`src/rtl/pc_gen_pkg.sv`:
```
// Shared definitions for the instruction-fetch program-counter generator.
// Provides reset/chip-enable encodings, default address-bus width, default
// reset vector and default sequential step.
package pc_gen_pkg;

    localparam int unsigned InstAddrBus = 32;

    localparam logic RstEnable   = 1'b1;
    localparam logic ChipEnable  = 1'b1;
    localparam logic ChipDisable = 1'b0;

    localparam logic [InstAddrBus-1:0] DefResetVector = '0;
    localparam int unsigned            DefPcStep      = 4;

endpackage

```
`src/rtl/pc_redirect_buf.sv`:
```
// One-entry buffer holding a branch redirect that arrived while fetch was
// stalled, until it can be applied.
// Ports:
//   clk, rst        - clock, synchronous active-high reset
//   load_i          - capture addr_i (wins over clear_i in the same cycle)
//   clear_i         - drop the held redirect
//   addr_i          - redirect address to capture (already word aligned)
//   pend_valid_o    - a redirect is held
//   pend_addr_o     - held redirect address
module pc_redirect_buf
    import pc_gen_pkg::*;
#(
    parameter int unsigned ADDR_W = InstAddrBus
) (
    input  logic              clk,
    input  logic              rst,
    input  logic              load_i,
    input  logic              clear_i,
    input  logic [ADDR_W-1:0] addr_i,
    output logic              pend_valid_o,
    output logic [ADDR_W-1:0] pend_addr_o
);

    logic              pend_valid_q, pend_valid_d;
    logic [ADDR_W-1:0] pend_addr_q,  pend_addr_d;

    // Load overrides clear so a branch arriving as an old redirect is
    // consumed becomes the next pending redirect.
    always_comb begin
        pend_valid_d = pend_valid_q;
        pend_addr_d  = pend_addr_q;
        if (load_i) begin
            pend_valid_d = 1'b1;
            pend_addr_d  = addr_i;
        end else if (clear_i) begin
            pend_valid_d = 1'b0;
        end
    end

    always_ff @(posedge clk) begin
        if (rst == RstEnable) begin
            pend_valid_q <= 1'b0;
            pend_addr_q  <= '0;
        end else begin
            pend_valid_q <= pend_valid_d;
            pend_addr_q  <= pend_addr_d;
        end
    end

    assign pend_valid_o = pend_valid_q;
    assign pend_addr_o  = pend_addr_q;

endmodule

```
`src/rtl/pc_gen.sv`:
```
// Program-counter generator for the instruction-fetch stage.
// Produces the registered fetch address and instruction-memory enable,
// handling stall, branch redirect (captured if it arrives during a stall)
// and, when PC_FLUSH_EN is defined, an exception/flush redirect.
// Ports:
//   clk, rst              - clock, synchronous active-high reset
//   stall                 - hold pc this cycle
//   branch_flag_i         - decode requests a redirect
//   branch_target_addr_i  - redirect target
//   flush, new_pc         - flush redirect and its target (PC_FLUSH_EN only)
//   pc                    - current fetch address
//   ce                    - instruction-memory chip enable
//   redirect_pending_o    - a stalled branch awaits application
module pc_gen
    import pc_gen_pkg::*;
#(
    parameter int unsigned       ADDR_W       = InstAddrBus,
    parameter logic [ADDR_W-1:0] RESET_VECTOR = ADDR_W'(DefResetVector),
    parameter int unsigned       PC_STEP      = DefPcStep
) (
    input  logic              clk,
    input  logic              rst,
    input  logic              stall,
    input  logic              branch_flag_i,
    input  logic [ADDR_W-1:0] branch_target_addr_i,
`ifdef PC_FLUSH_EN
    input  logic              flush,
    input  logic [ADDR_W-1:0] new_pc,
`endif
    output logic [ADDR_W-1:0] pc,
    output logic              ce,
    output logic              redirect_pending_o
);

    localparam logic [ADDR_W-1:0] AlignMask = ~ADDR_W'(3);

    logic              ce_q, ce_d;
    logic [ADDR_W-1:0] pc_q, pc_d;
    logic              flush_c;
    logic [ADDR_W-1:0] new_pc_c;
    logic              pend_load_c, pend_clear_c;
    logic              pend_valid;
    logic [ADDR_W-1:0] pend_addr;
    logic [ADDR_W-1:0] target_c;

`ifdef PC_FLUSH_EN
    assign flush_c  = flush;
    assign new_pc_c = new_pc;
`else
    assign flush_c  = 1'b0;
    assign new_pc_c = '0;
`endif

    assign target_c = branch_target_addr_i & AlignMask;

    // Next-pc priority chain; reset is handled in the register stage.
    always_comb begin
        ce_d         = ChipEnable;
        pc_d         = pc_q;
        pend_load_c  = 1'b0;
        pend_clear_c = 1'b0;
        if (ce_q == ChipDisable) begin
            pc_d = RESET_VECTOR;
        end else if (flush_c) begin
            pc_d         = new_pc_c;
            pend_clear_c = 1'b1;
        end else if (stall) begin
            pend_load_c = branch_flag_i;
        end else if (pend_valid) begin
            pc_d         = pend_addr;
            pend_clear_c = 1'b1;
            pend_load_c  = branch_flag_i;
        end else if (branch_flag_i) begin
            pc_d = target_c;
        end else begin
            pc_d = pc_q + ADDR_W'(PC_STEP);
        end
        pc_d = pc_d & AlignMask;
    end

    always_ff @(posedge clk) begin
        if (rst == RstEnable) begin
            ce_q <= ChipDisable;
            pc_q <= RESET_VECTOR;
        end else begin
            ce_q <= ce_d;
            pc_q <= pc_d;
        end
    end

    pc_redirect_buf #(
        .ADDR_W (ADDR_W)
    ) u_redirect_buf (
        .clk          (clk),
        .rst          (rst),
        .load_i       (pend_load_c),
        .clear_i      (pend_clear_c),
        .addr_i       (target_c),
        .pend_valid_o (pend_valid),
        .pend_addr_o  (pend_addr)
    );

    assign pc                 = pc_q;
    assign ce                 = ce_q;
    assign redirect_pending_o = pend_valid;

endmodule

```
`config.mk`:
```
export PLATFORM = sky130hd
export DESIGN_NAME = pc_gen
export DESIGN_NICKNAME = d
export VERILOG_FILES = /design/src/rtl/pc_gen_pkg.sv /design/src/rtl/pc_redirect_buf.sv /design/src/rtl/pc_gen.sv
export SDC_FILE = /design/constraint.sdc
export NUM_CORES = 1
export LEC_CHECK = 0
export CAP_MARGIN = 20
export CORE_UTILIZATION = 45
export DETAILED_ROUTE_END_ITERATION = 16
export GPL_TIMING_DRIVEN = 0
export HOLD_SLACK_MARGIN = 0.15
export PLACE_DENSITY = 0.76
export SLEW_MARGIN = 15
export SYNTH_ARGS = -nofsm -noshare
export SYNTH_HDL_FRONTEND = slang
export SYNTH_HIERARCHICAL = 1
export SYNTH_SLANG_ARGS = --single-unit
```
`constraint.sdc`:
```
create_clock -name clk -period 1.7 [get_ports clk]
set_input_delay 0.255 -clock clk [delete_from_list [all_inputs] [get_ports clk]]
set_output_delay 0.255 -clock clk [all_outputs]
set_load 0.01 [all_outputs]
```
==> reports/metrics.csv <==
stage,metric,value,unit
run_status,status,"complete, but fails checks",
run_status,violations,negative setup slack,
setup_path,critical_path_class,flop to flop,
cts,clock-sinks,62,
timing,timing.final.crit_share,1.042,
cts,cts-htree-levels,3,
timing,worst_pin_slew,690.0,ps
cts,clkLatencyLatePin,350,ps
timing,finClkSkew,11.37,ps
floorplanning,row_count,31,
placement,portBuffers,64,
logic_synthesis,syn_area_per_cell,8.660,um2
setup_path,slowest_stage,dfxtp_4,
setup_path,critPathBufInv,2,
timing,worst_slack,-70.80,ps
global_route,grt_max_degree,11,
timing,setup_violations,13,
timing,rsz0062_at_grt,true,
layout,post_route_cells_drive_above_1_share,0.1865,
detailed_routing,drc_errors,0,
floorplanning,ios,70,
timing,period_minus_slack,1771,ps
placement,dp_hpwl,6950,um
pwr,p_per_area,730.2,mW/mm2
setup_path,crit_path_start_kind,flop,
setup_path,path_delay_family,simple AND/OR/NAND/NOR gates,
logic_synthesis,syn_inst,395,
setup_path,arrival,1970,ps
cts,cts_hold_buf,0,
timing,max_freq,564.7,MHz
detailed_routing,dr.pass1.iters,5,
placement,routabilityCongestion,0.8930,
floorplanning,die_area,0.007954,mm2
global_route,grt_first_pass_wirelength,16060,um
logic_synthesis,ys_warn_count,6,
detailed_routing,wl_per_cell,18.37,um
setup_path,required,1900,ps
pwr,p_leak,1.720,nW
timing,hold_violations,0,
worst_hold_path,hold_class,input pin to flop,
setup_path,worstSetupEndpointType,flop,
global_route,track_usage,0.2747,
cts,cts_buffer_depth,2,
setup_path,cp_max_fo,6,
timing,maxSlewHeadroom,0.5400,
placement,dp_slack,-565.2,ps
cts,cts_tree,built,
global_route,grt_pass1_vias,3157,
global_route,antenna_found_initial,0,
floorplanning,fp.dieW,89.19,um
detailed_routing,drtIter0Drc,228,
floorplanning,core,0.007292,mm2
timing,hold_slack,332.1,ps
cts,clkTransAtPathRegs,70,ps
setup_path,crit_chain,nand3_4 -> buf_4 -> nor4_4 -> buf_6 -> nand4_1 -> xor2_1 -> o221ai_1,
timing,slew_viol_final,0,
detailed_routing,vias_per_cell,5.952,
layout,syn2layout_area_growth,35.77,%
job,maxCapViolations,0,
layout,diodes,0,
logic_synthesis,synth_area,0.003421,mm2
setup_path,max_stage_delay,400,ps
detailed_routing,vias,3494,
cts,cts_buffers,9,
layout,fin_util,0.6369,
detailed_routing,ant_nets,0,
floorplanning,die_y,89.19,um
layout,nNetsFinal,521,
cts,cts-root-buf,clkbuf_8,
global_route,overflow,0,
setup_path,ff2ff_path_depth,7,
floorplanning,start_util,0.4691,
worst_hold_path,whs_path_depth,4,
setup_path,path_depth,7,
pwr,vdd_drop_max,0.4348,mV
detailed_routing,finalWirelength,10780,um
setup_path,r2r_slack,-70,ps
-- placed cells by master (no fill, tap or decap), types with 5 or more instances in the layout --
master	n
a22oi_1	14
nand4_1	9
dfxtp_2	10
o22ai_1	5
clkbuf_1	8
o221ai_1	7
dfxtp_1	49
and3_1	5
clkbuf_8	15
a21oi_1	25
inv_1	9
nand2_1	30
xor2_1	14
mux2i_1	36
nand3_1	8
nor2_1	46
o21ai_0	19
buf_4	15
clkdlybuf4s50_1	64
nor3_1	5
-- state kept, by name, indices dropped and copies added (netlist names) --
name / cells
pc: 30
u_redirect_buf/pend_valid_o: 1
u_redirect_buf/pend_addr_o: 30
ce: 1
-- power by group --
group	switching, mW	internal [mW]
logic	0.277	0.262
clock network	0.596	0.698
registers	0.0562	1.50
total	0.929	2.46
-- worst register-to-register path: cells and delay by family, from the launching register on --
kind	cells	cell delay [ps]
flops	1	400
xor+xnor	1	170
compound gates	1	140
simple gates	3	580
buf+inv	2	340
-- layer usage --
layer  track usage  wire length (um)
met4        0.1573               348
met5             0                 0
met1        0.3640              4778
met2        0.4247              4952
met3       0.04432               706
-- cell type report --
cell class | instances | area, um2
plain buffers | 29 | 246.5
clock inverters | 5 | 50.05
flip-flops and latches | 62 | 1265
clock buffers | 10 | 137.6
well taps | 99 | 123.9
inverters | 9 | 33.78
fillers | 652 | 2648
repair buffers | 78 | 749.5
multi-input cells | 295 | 2038
-- repair_timing --
| action | in CTS | in global routing |
|---|---|---|
| setup endpoints to repair | 55 | 38 |
| setup buffers | 5 | 7 |
| pin swaps | 3 | 15 |
| cloned | 1 | 1 |
| resized for setup | 24 | 31 |
| hold endpoints to repair | 0 | 0 |
-- stage by stage --
| stage | std cells | power, mW | setup TNS, ps | cell area [um2] |
|---|---|---|---|---|
| 2_1_floorplan | 396 | 1.862 | 0 | 3427 |
| 3_3_place_gp | 559 | 2.080 | -13940 | 4192 |
| 3_5_place_dp | 559 | 2.091 | -14640 | 4198 |
| 4_1_cts | 580 | 3.357 | 0 | 4493 |
| 5_1_grt | 587 | 3.492 | -1563 | 4644 |
| 6_report | 587 | 3.392 | -425.0 | 4644 |
-- worst paths after layout --
kind	start	endpoint
setup / recovery	pc[4]	pc[25]
hold / removal	stall	pc[23]
setup reg to reg	pc[4]	pc[25]
hold reg to reg	u_redirect_buf/pend_addr_o[15]	u_redirect_buf/pend_addr_o[15]
Note: power is estimated with default switching activity, not from simulation.
